`src/rtl/ysyx_23060236_issue_ctrl_pkg.sv`:
```
`default_nettype none
// +----------------------------------------------------------------------+
// | Module : ysyx_23060236_issue_ctrl_pkg                                |
// | Purpose: shared types/constants for the IDU->EXU issue controller.   |
// |          Issue FSM state codes, register index width, x0 helper.     |
// | Ports  : none (package)                                              |
// | Rev    : 1.0  initial release                                        |
// +----------------------------------------------------------------------+
package ysyx_23060236_issue_ctrl_pkg;

  localparam int REG_IDX_W = 4;

  typedef enum logic [1:0] {
    ISSUE_RUN   = 2'd0,
    ISSUE_FLUSH = 2'd1,
    ISSUE_DRAIN = 2'd2,
    ISSUE_FENCE = 2'd3
  } issue_state_e;

  // x0 is hard-wired zero, so it never carries a dependency.
  function automatic logic reg_tracked(input logic [REG_IDX_W-1:0] idx);
    return idx != '0;
  endfunction

endpackage
`default_nettype wire

```
`src/rtl/ysyx_23060236_issue_ctrl_if.sv`:
```
`default_nettype none
// +----------------------------------------------------------------------+
// | Module : ysyx_23060236_issue_ctrl_if                                 |
// | Purpose: bundle of IDU/EXU/WB/I-cache signals around the issue ctrl. |
// | Ports  : master = pipeline environment (IDU, EXU, WB, I-cache)       |
// |          slave  = issue controller                                   |
// | Rev    : 1.0  initial release                                        |
// +----------------------------------------------------------------------+
interface ysyx_23060236_issue_ctrl_if;
  import ysyx_23060236_issue_ctrl_pkg::*;

  logic                 idu_valid;
  logic                 idu_ready;
  logic [REG_IDX_W-1:0] idu_rs1;
  logic [REG_IDX_W-1:0] idu_rs2;
  logic                 idu_rs1_used;
  logic                 idu_rs2_used;
  logic [REG_IDX_W-1:0] idu_rd;
  logic                 idu_reg_wen;
  logic                 idu_fencei;
  logic                 exu_valid;
  logic                 exu_ready;
  logic                 wb_valid;
  logic [REG_IDX_W-1:0] wb_rd;
  logic                 jump_wrong;
  logic                 icache_flush_req;
  logic                 icache_flush_done;
  logic                 sb_err;

  modport master (
    output idu_valid, idu_rs1, idu_rs2, idu_rs1_used, idu_rs2_used,
           idu_rd, idu_reg_wen, idu_fencei, exu_ready, wb_valid, wb_rd,
           jump_wrong, icache_flush_done,
    input  idu_ready, exu_valid, icache_flush_req, sb_err
  );

  modport slave (
    input  idu_valid, idu_rs1, idu_rs2, idu_rs1_used, idu_rs2_used,
           idu_rd, idu_reg_wen, idu_fencei, exu_ready, wb_valid, wb_rd,
           jump_wrong, icache_flush_done,
    output idu_ready, exu_valid, icache_flush_req, sb_err
  );

endinterface
`default_nettype wire

```
`src/rtl/ysyx_23060236_issue_ctrl_scoreboard.sv`:
```
`default_nettype none
// +----------------------------------------------------------------------+
// | Module : ysyx_23060236_issue_ctrl_scoreboard                         |
// | Purpose: per-register in-flight write counters with RAW/WAW query.   |
// | Ports  : clock, reset (sync, active-low)                             |
// |          rs1/rs2/rd (+used/wen) : hazard query for the IDU instr     |
// |          inc  : issued instr writes rd      dec/dec_rd : retire      |
// |          hazard, all_clear, err (sticky underflow)                   |
// | Rev    : 1.0  initial release                                        |
// +----------------------------------------------------------------------+
module ysyx_23060236_issue_ctrl_scoreboard
  import ysyx_23060236_issue_ctrl_pkg::*;
#(
  parameter int NREG  = 16,
  parameter int CNT_W = 2
) (
  input  logic                 clock,
  input  logic                 reset,
  input  logic [REG_IDX_W-1:0] rs1,
  input  logic                 rs1_used,
  input  logic [REG_IDX_W-1:0] rs2,
  input  logic                 rs2_used,
  input  logic [REG_IDX_W-1:0] rd,
  input  logic                 reg_wen,
  input  logic                 inc,
  input  logic                 dec,
  input  logic [REG_IDX_W-1:0] dec_rd,
  output logic                 hazard,
  output logic                 all_clear,
  output logic                 err
);

  localparam logic [CNT_W-1:0] CNT_MAX = '1;

  logic [CNT_W-1:0] cnt [NREG];
  logic [NREG-1:0]  inc_vec;
  logic [NREG-1:0]  dec_vec;
  logic [NREG-1:0]  zero_vec;

  // Entry 0 is never selected, so x0 writes/retires are ignored.
  always_comb begin
    inc_vec  = '0;
    dec_vec  = '0;
    zero_vec = '0;
    for (int i = 0; i < NREG; i++) begin
      zero_vec[i] = (cnt[i] == '0);
    end
    for (int i = 1; i < NREG; i++) begin
      inc_vec[i] = inc && (rd == REG_IDX_W'(i));
      dec_vec[i] = dec && (dec_rd == REG_IDX_W'(i));
    end
  end

  always_ff @(posedge clock) begin
    if (!reset) begin
      for (int i = 0; i < NREG; i++) begin
        cnt[i] <= '0;
      end
      err <= 1'b0;
    end else begin
      for (int i = 1; i < NREG; i++) begin
        // Simultaneous issue+retire on one register nets to zero.
        case ({inc_vec[i], dec_vec[i]})
          2'b10:   cnt[i] <= cnt[i] + 1'b1;
          2'b01:   if (!zero_vec[i]) cnt[i] <= cnt[i] - 1'b1;
          default: cnt[i] <= cnt[i];
        endcase
      end
      // A lone retire on an idle register means the pipeline lost track.
      err <= err | (|(dec_vec & ~inc_vec & zero_vec));
    end
  end

  // Counter full is the only WAW limit; the hazard keeps inc from wrapping.
  always_comb begin
    hazard = (rs1_used && reg_tracked(rs1) && !zero_vec[rs1])
          || (rs2_used && reg_tracked(rs2) && !zero_vec[rs2])
          || (reg_wen  && reg_tracked(rd)  && (cnt[rd] == CNT_MAX));
    all_clear = &zero_vec;
  end

endmodule
`default_nettype wire

```
`src/rtl/ysyx_23060236_issue_ctrl.sv`:
```
`default_nettype none
// +----------------------------------------------------------------------+
// | Module : ysyx_23060236_issue_ctrl                                    |
// | Purpose: gates IDU->EXU issue on register hazards, kills wrong-path  |
// |          issue after jump_wrong, drains and flushes I-cache on       |
// |          fence.i.                                                    |
// | Ports  : clock, reset (sync, active-low), bus (slave modport)        |
// | Rev    : 1.0  initial release                                        |
// +----------------------------------------------------------------------+
module ysyx_23060236_issue_ctrl
  import ysyx_23060236_issue_ctrl_pkg::*;
#(
  parameter int NREG         = 16,  // must equal 2**REG_IDX_W
  parameter int CNT_W        = 2,
  parameter int FLUSH_CYCLES = 1    // >= 1
) (
  input  logic                        clock,
  input  logic                        reset,
  ysyx_23060236_issue_ctrl_if.slave   bus
);

  localparam int FCNT_W = $clog2(FLUSH_CYCLES + 1);
  // The jump_wrong cycle is itself the first blocked cycle.
  localparam logic [FCNT_W-1:0] FLUSH_REST = FCNT_W'(FLUSH_CYCLES - 1);
  // After a fence the redirect bubble has not been served yet.
  localparam logic [FCNT_W-1:0] FLUSH_FULL = FCNT_W'(FLUSH_CYCLES);

  issue_state_e      state;
  logic [FCNT_W-1:0] flush_cnt;
  logic              jw_pending;
  logic              flush_req;
  logic              hazard;
  logic              all_clear;
  logic              stall;
  logic              fire;

  assign stall         = !reset || (state != ISSUE_RUN) || bus.jump_wrong || hazard;
  assign bus.exu_valid = bus.idu_valid && !stall;
  assign bus.idu_ready = bus.exu_ready && !stall;
  assign fire          = bus.exu_valid && bus.exu_ready;
  assign bus.icache_flush_req = flush_req;

  ysyx_23060236_issue_ctrl_scoreboard #(
    .NREG  (NREG),
    .CNT_W (CNT_W)
  ) u_sb (
    .clock     (clock),
    .reset     (reset),
    .rs1       (bus.idu_rs1),
    .rs1_used  (bus.idu_rs1_used),
    .rs2       (bus.idu_rs2),
    .rs2_used  (bus.idu_rs2_used),
    .rd        (bus.idu_rd),
    .reg_wen   (bus.idu_reg_wen),
    .inc       (fire && bus.idu_reg_wen),
    .dec       (bus.wb_valid),
    .dec_rd    (bus.wb_rd),
    .hazard    (hazard),
    .all_clear (all_clear),
    .err       (bus.sb_err)
  );

  always_ff @(posedge clock) begin
    if (!reset) begin
      state      <= ISSUE_RUN;
      flush_cnt  <= '0;
      jw_pending <= 1'b0;
      flush_req  <= 1'b0;
    end else begin
      case (state)
        ISSUE_RUN: begin
          if (bus.jump_wrong) begin
            flush_cnt <= FLUSH_REST;
            state     <= (FLUSH_CYCLES > 1) ? ISSUE_FLUSH : ISSUE_RUN;
          end else if (fire && bus.idu_fencei) begin
            state <= ISSUE_DRAIN;
          end
        end
        ISSUE_FLUSH: begin
          if (bus.jump_wrong) begin
            flush_cnt <= FLUSH_REST;
            state     <= (FLUSH_CYCLES > 1) ? ISSUE_FLUSH : ISSUE_RUN;
          end else begin
            flush_cnt <= flush_cnt - 1'b1;
            if (flush_cnt == FCNT_W'(1)) state <= ISSUE_RUN;
          end
        end
        ISSUE_DRAIN: begin
          // The redirect is deferred until the fence completes.
          if (bus.jump_wrong) jw_pending <= 1'b1;
          if (all_clear) begin
            flush_req <= 1'b1;
            state     <= ISSUE_FENCE;
          end
        end
        ISSUE_FENCE: begin
          if (bus.icache_flush_done) begin
            flush_req  <= 1'b0;
            jw_pending <= 1'b0;
            if (jw_pending || bus.jump_wrong) begin
              flush_cnt <= FLUSH_FULL;
              state     <= ISSUE_FLUSH;
            end else begin
              state <= ISSUE_RUN;
            end
          end else if (bus.jump_wrong) begin
            jw_pending <= 1'b1;
          end
        end
        default: state <= ISSUE_RUN;
      endcase
    end
  end

endmodule
`default_nettype wire

```
`src/flat_wrapper.sv`:
```
// flat-port wrapper written by rule: the top's interface ports become plain ports
module ysyx_23060236_issue_ctrl_flat import ysyx_23060236_issue_ctrl_pkg::*;
#(
  parameter int NREG         = 16,                            
  parameter int CNT_W        = 2,
  parameter int FLUSH_CYCLES = 1           
)
  (clock, reset, bus_idu_valid, bus_idu_rs1, bus_idu_rs2, bus_idu_rs1_used, bus_idu_rs2_used, bus_idu_rd, bus_idu_reg_wen, bus_idu_fencei, bus_exu_ready, bus_wb_valid, bus_wb_rd, bus_jump_wrong, bus_icache_flush_done, bus_idu_ready, bus_exu_valid, bus_icache_flush_req, bus_sb_err);
  ysyx_23060236_issue_ctrl_if bus_i ();
  input  logic clock;
  input  logic reset;
  input wire logic [$bits(bus_i.idu_valid)-1:0] bus_idu_valid;
  input wire logic [$bits(bus_i.idu_rs1)-1:0] bus_idu_rs1;
  input wire logic [$bits(bus_i.idu_rs2)-1:0] bus_idu_rs2;
  input wire logic [$bits(bus_i.idu_rs1_used)-1:0] bus_idu_rs1_used;
  input wire logic [$bits(bus_i.idu_rs2_used)-1:0] bus_idu_rs2_used;
  input wire logic [$bits(bus_i.idu_rd)-1:0] bus_idu_rd;
  input wire logic [$bits(bus_i.idu_reg_wen)-1:0] bus_idu_reg_wen;
  input wire logic [$bits(bus_i.idu_fencei)-1:0] bus_idu_fencei;
  input wire logic [$bits(bus_i.exu_ready)-1:0] bus_exu_ready;
  input wire logic [$bits(bus_i.wb_valid)-1:0] bus_wb_valid;
  input wire logic [$bits(bus_i.wb_rd)-1:0] bus_wb_rd;
  input wire logic [$bits(bus_i.jump_wrong)-1:0] bus_jump_wrong;
  input wire logic [$bits(bus_i.icache_flush_done)-1:0] bus_icache_flush_done;
  output wire logic [$bits(bus_i.idu_ready)-1:0] bus_idu_ready;
  output wire logic [$bits(bus_i.exu_valid)-1:0] bus_exu_valid;
  output wire logic [$bits(bus_i.icache_flush_req)-1:0] bus_icache_flush_req;
  output wire logic [$bits(bus_i.sb_err)-1:0] bus_sb_err;
  assign bus_i.idu_valid = bus_idu_valid;
  assign bus_i.idu_rs1 = bus_idu_rs1;
  assign bus_i.idu_rs2 = bus_idu_rs2;
  assign bus_i.idu_rs1_used = bus_idu_rs1_used;
  assign bus_i.idu_rs2_used = bus_idu_rs2_used;
  assign bus_i.idu_rd = bus_idu_rd;
  assign bus_i.idu_reg_wen = bus_idu_reg_wen;
  assign bus_i.idu_fencei = bus_idu_fencei;
  assign bus_i.exu_ready = bus_exu_ready;
  assign bus_i.wb_valid = bus_wb_valid;
  assign bus_i.wb_rd = bus_wb_rd;
  assign bus_i.jump_wrong = bus_jump_wrong;
  assign bus_i.icache_flush_done = bus_icache_flush_done;
  assign bus_idu_ready = bus_i.idu_ready;
  assign bus_exu_valid = bus_i.exu_valid;
  assign bus_icache_flush_req = bus_i.icache_flush_req;
  assign bus_sb_err = bus_i.sb_err;
  ysyx_23060236_issue_ctrl #(.NREG(NREG), .CNT_W(CNT_W), .FLUSH_CYCLES(FLUSH_CYCLES)) u_core (.clock(clock), .reset(reset), .bus(bus_i));
endmodule
```
`config.mk`:
```
export PLATFORM = sky130hd
export DESIGN_NAME = ysyx_23060236_issue_ctrl_flat
export DESIGN_NICKNAME = d
export VERILOG_FILES = /design/src/rtl/ysyx_23060236_issue_ctrl_pkg.sv /design/src/rtl/ysyx_23060236_issue_ctrl_if.sv /design/src/rtl/ysyx_23060236_issue_ctrl_scoreboard.sv /design/src/rtl/ysyx_23060236_issue_ctrl.sv /design/src/flat_wrapper.sv
export SDC_FILE = /design/constraint.sdc
export NUM_CORES = 1
export LEC_CHECK = 0
export BUFFER_PORTS_ARGS = -buffer_cell sky130_fd_sc_hd__buf_2
export CORE_ASPECT_RATIO = 0.5
export CORE_MARGIN = 2
export CORE_UTILIZATION = 30
export CTS_BUF_LIST = sky130_fd_sc_hd__clkbuf_4 sky130_fd_sc_hd__clkbuf_8
export CTS_CLUSTER_DIAMETER = 150
export CTS_CLUSTER_SIZE = 16
export DETAILED_ROUTE_END_ITERATION = 10
export GPL_ROUTABILITY_DRIVEN = 0
export SLEW_MARGIN = 10
export SYNTH_ARGS = -nofsm -noshare
export SYNTH_HDL_FRONTEND = slang
export SYNTH_SLANG_ARGS = --single-unit
export TNS_END_PERCENT = 10
```
`constraint.sdc`:
```
create_clock -name clock -period 3.1 [get_ports clock]
set_clock_uncertainty 0.2 [all_clocks]
set_input_delay 0 -clock clock [delete_from_list [all_inputs] [get_ports clock]]
set_output_delay 0 -clock clock [all_outputs]
set_load 0.005 [all_outputs]
```
==> results.py <==
metrics = {
    "synth": {
        "avgSynthCellArea_um2": 8.235,
        "synth_seq_area_share": 0.2786,
        "ys_warn_count": 0,
        "synth_area_leaders": "edfxtp_1 25%, ha_1 11%, mux4_2 4.9%",
        "synth_edf_count": 30,
        "yosysUniqueCellTypes": 53,
        "syn-num-nets": 503,
        "yosysTopAreaCell": "edfxtp_1",
        "dominantRegCellSynth": "edfxtp_1",
        "ys_seq_elements": 36,
        "syn_area_um2": 3665,
        "ys_top_cells_by_count": "48 x nor2_1, 32 x inv_1, 32 x nand2_1, 31 x ha_1",
        "synth_cells": 445,
        "async_flop_share": 0,
        "synth_top_area_share": 0.2458,
        "yosysMostFrequentCell": "nor2_1",
    },
    "floorplanning": {
        "coreArea_um2": 11880,
        "die_h_um": 82.16,
        "num_rows": 28,
        "fp.dieW_um": 160.3,
        "start_util": 0.3086,
        "dieArea_um2": 13170,
        "io_pins": 31,
    },
    "power_and_ir_drop": {
        "peakVddDrop_mv": 0.1354,
        "cellLeakagePower_nw": 1.947,
        "power.total_mw": 1.422,
        "power_density_nw_per_um2": 292.3,
    },
    "cells_and_area": {
        "syn_to_final_growth_pct": 32.81,
        "drive_above_1_share": 0.3321,
        "finalNetCount": 593,
        "antenna_cells": 0,
        "utilization": 0.4098,
    },
    "grt": {
        "antenna_found_initial": 0,
        "grt_pass1_wl_um": 18400,
        "grt_use_total": 0.1832,
        "grt_pass1_vias": 3411,
        "use_met3": 0.02997,
        "grt_max_degree": 52,
        "grtUsageMet2": 0.2797,
        "overflow": 0,
        "grt-busiest-layer": "met2",
        "met1_usage": 0.2680,
    },
    "drt": {
        "via_per_inst": 5.358,
        "ant_nets": 0,
        "wire_per_inst_um": 17.03,
        "num_vias": 3756,
        "drcViolationCount": 0,
        "dr.pass1.iters": 6,
        "drt_iter0_drc": 320,
        "drt-total-wl_um": 11940,
    },
    "cts": {
        "htree_levels": 2,
        "cts.path.max_buffers": 2,
        "clk_pin_slew_worst_paths_ps": 70,
        "cts_root_buf": "clkbuf_8",
        "clock_latency_ps": 310,
        "tritoncts": "built",
        "cts_made_buffers": 5,
        "cts_sinks": 36,
    },
    "setup_path": {
        "cp_slowest_cell": "or4b_4",
        "slowest_delay_ps": 550,
        "crit_path_max_fanout": 8,
        "r2r-start": "u_core.u_sb.cnt[9][0]$_DFFE_PP_",
        "cp-start-kind": "register",
        "rr_endpoint": "u_core.u_sb.err$_SDFF_PN0_",
        "required_ps": 3110,
        "crit_family": "compound AO/OA/AOI/OAI gates",
        "endpoint_kind": "register",
        "path_class": "reg2reg",
        "arrival_ps": 3260,
        "ff2ff_path_depth": 13,
        "crit_chain": "inv_2, ha_4, inv_4, o21ai_2, a21oi_1, or4b_4, a41oi_4, buf_12, nand4_1, ha_2, a222oi_1, nand3_1, o21a_1",
        "crit_buf_inv": 3,
        "r2r_slack_ps": -160,
    },
    "min_path": {
        "holdPathStages": 3,
        "worstHoldPathType": "in2reg",
        "min_to": "u_core.u_sb.err$_SDFF_PN0_",
        "worstHoldStart": "reset",
    },
    "timing": {
        "rsz0062_at_grt": "yes",
        "drv_slew": 0,
        "setup_slack_ps": -156.5,
        "maxSlewHeadroom": 0.6325,
        "hold_viol": 0,
        "fin_crit_ps": 3256,
        "fmax_mhz": 307.1,
        "period_share": 1.050,
        "fin_hold_ws_ps": 140.7,
        "worst_pin_slew_ps": 551.3,
        "setup_viol": 20,
    },
    "run_status": {
        "failed_checks": "negative setup slack",
        "outcome": "complete, but fails checks",
    },
    "flow_run": {
        "drv_cap": 0,
    },
    "placed_design": {
        "dpl.hpwl_um": 8924,
        "portBuffers": 30,
    },
}
## routing by layer
metal	wire [µm]	share of wire	up-vias
met4	194	0.016	0
li1	-	-	1809
met3	1015	0.085	20
met1	5758	0.48	1764
met5	0	0	-
met2	4970	0.42	163
## metrics by stage
| stage | instance area [µm²] | setup slack, ps | instances | setup TNS [ps] |
|---|---|---|---|---|
| 2_1_floorplan | 3665 | 41.47 | 445 | 0 |
| 3_3_place_gp | 4384 | -78.60 | 678 | -208.5 |
| 3_5_place_dp | 4384 | -109.0 | 678 | -793.3 |
| 4_1_cts | 4669 | -75.39 | 696 | -431.2 |
| 5_1_grt | 4867 | -280.1 | 701 | -4465 |
| 6_report | 4867 | -156.5 | 701 | -1006 |
## how the worst max path moves through the flow
| stage | start | endpoint | cells past startpoint |
|---|---|---|---|
| after floorplan | u_core.u_sb.cnt[9][0]$_DFFE_PP_ | u_core.u_sb.err$_SDFF_PN0_ | 13 |
| after global placement | u_core.u_sb.cnt[9][0]$_DFFE_PP_ | u_core.u_sb.cnt[15][0]$_SDFFCE_PN0P_ | 12 |
| after detailed placement | u_core.u_sb.cnt[9][0]$_DFFE_PP_ | u_core.u_sb.err$_SDFF_PN0_ | 13 |
| after CTS | u_core.u_sb.cnt[15][1]$_SDFFCE_PN0P_ | u_core.u_sb.cnt[2][1]$_SDFFCE_PN0P_ | 13 |
| after global routing | u_core.u_sb.cnt[9][0]$_DFFE_PP_ | u_core.u_sb.err$_SDFF_PN0_ | 13 |
| final | u_core.u_sb.cnt[9][0]$_DFFE_PP_ | u_core.u_sb.err$_SDFF_PN0_ | 13 |
## flip-flops by register name, summed over array words and instances (netlist names)
name	cells
u_core.state	2
u_core.u_sb.err	1
u_core.u_sb.cnt	30
u_core.flush_cnt	1
u_core.jw_pending	1
u_core.bus.icache_flush_req	1
## where the power goes
group,internal [mW],switching [mW],total [mW]
logic,0.221,0.254,0.475
clock network,0.174,0.179,0.353
registers,0.564,0.0314,0.595
total,0.959,0.464,1.42
## logic make-up (layout without fill, tap and decap cells)
kind of cell	count (synthesis)	count (layout)	synth area share
multiplexers	11	11	0.05804
AO/OA/AOI/OAI	96	96	0.1666
AND/OR/NAND/NOR	205	205	0.2981
XOR/XNOR	14	14	0.03346
buffers and inverters	52	143	0.05941
adder cells (fa/ha/maj)	31	31	0.1058
flip-flops	36	36	0.2786
## repair_timing
| action | in CTS | in global routing |
|---|---|---|
| hold buffers | 5 | 0 |
| setup buffers | 3 | 8 |
| cloned | 2 | 0 |
| pin swaps | 7 | 16 |
| resized for setup | 35 | 51 |
| endpoints found under the setup margin | 33 | 55 |
| hold endpoints to repair | 5 | 0 |
## worst reg2reg max path, stage by stage (launching register included)
cell and delay [ps]:
edfxtp_1 410, inv_2 100, ha_4 150, inv_4 40
o21ai_2 120, a21oi_1 50, or4b_4 550, a41oi_4 330
buf_12 170, nand4_1 110, ha_2 230, a222oi_1 330
nand3_1 160, o21a_1 210
## final cells by class
type	instances	area, µm²
Multi-Input combinational cell	357	2679
Clock inverter	1	3.754
Fill cell	1203	7009
Inverter	32	122.6
Clock buffer	7	83.83
Timing Repair Buffer	103	750.7
Sequential cell	36	1021
Tap cell	165	206.4
## cell usage in the layout, fill, tap and decap left out, types with 4 or more instances in the layout
cell,instances
buf_4,63
nor2_1,38
nand2_1,32
buf_2,30
edfxtp_1,30
inv_1,29
a21oi_1,25
nor2b_1,19
nand3_1,18
nand4_1,18
nor3_1,15
xnor2_1,14
ha_1,14
nand2b_1,13
o21ai_0,11
ha_2,11
o21ai_2,10
and4_1,10
a31oi_1,9
mux4_2,8
o21ai_1,8
and2_1,8
nor2_2,7
ha_4,6
dfxtp_1,6
a22oi_1,5
clkbuf_8,5
dlygate4sd3_1,5
and4_4,4
and3_1,4
a21oi_2,4
Note: power is estimated with default switching activity, not from simulation.
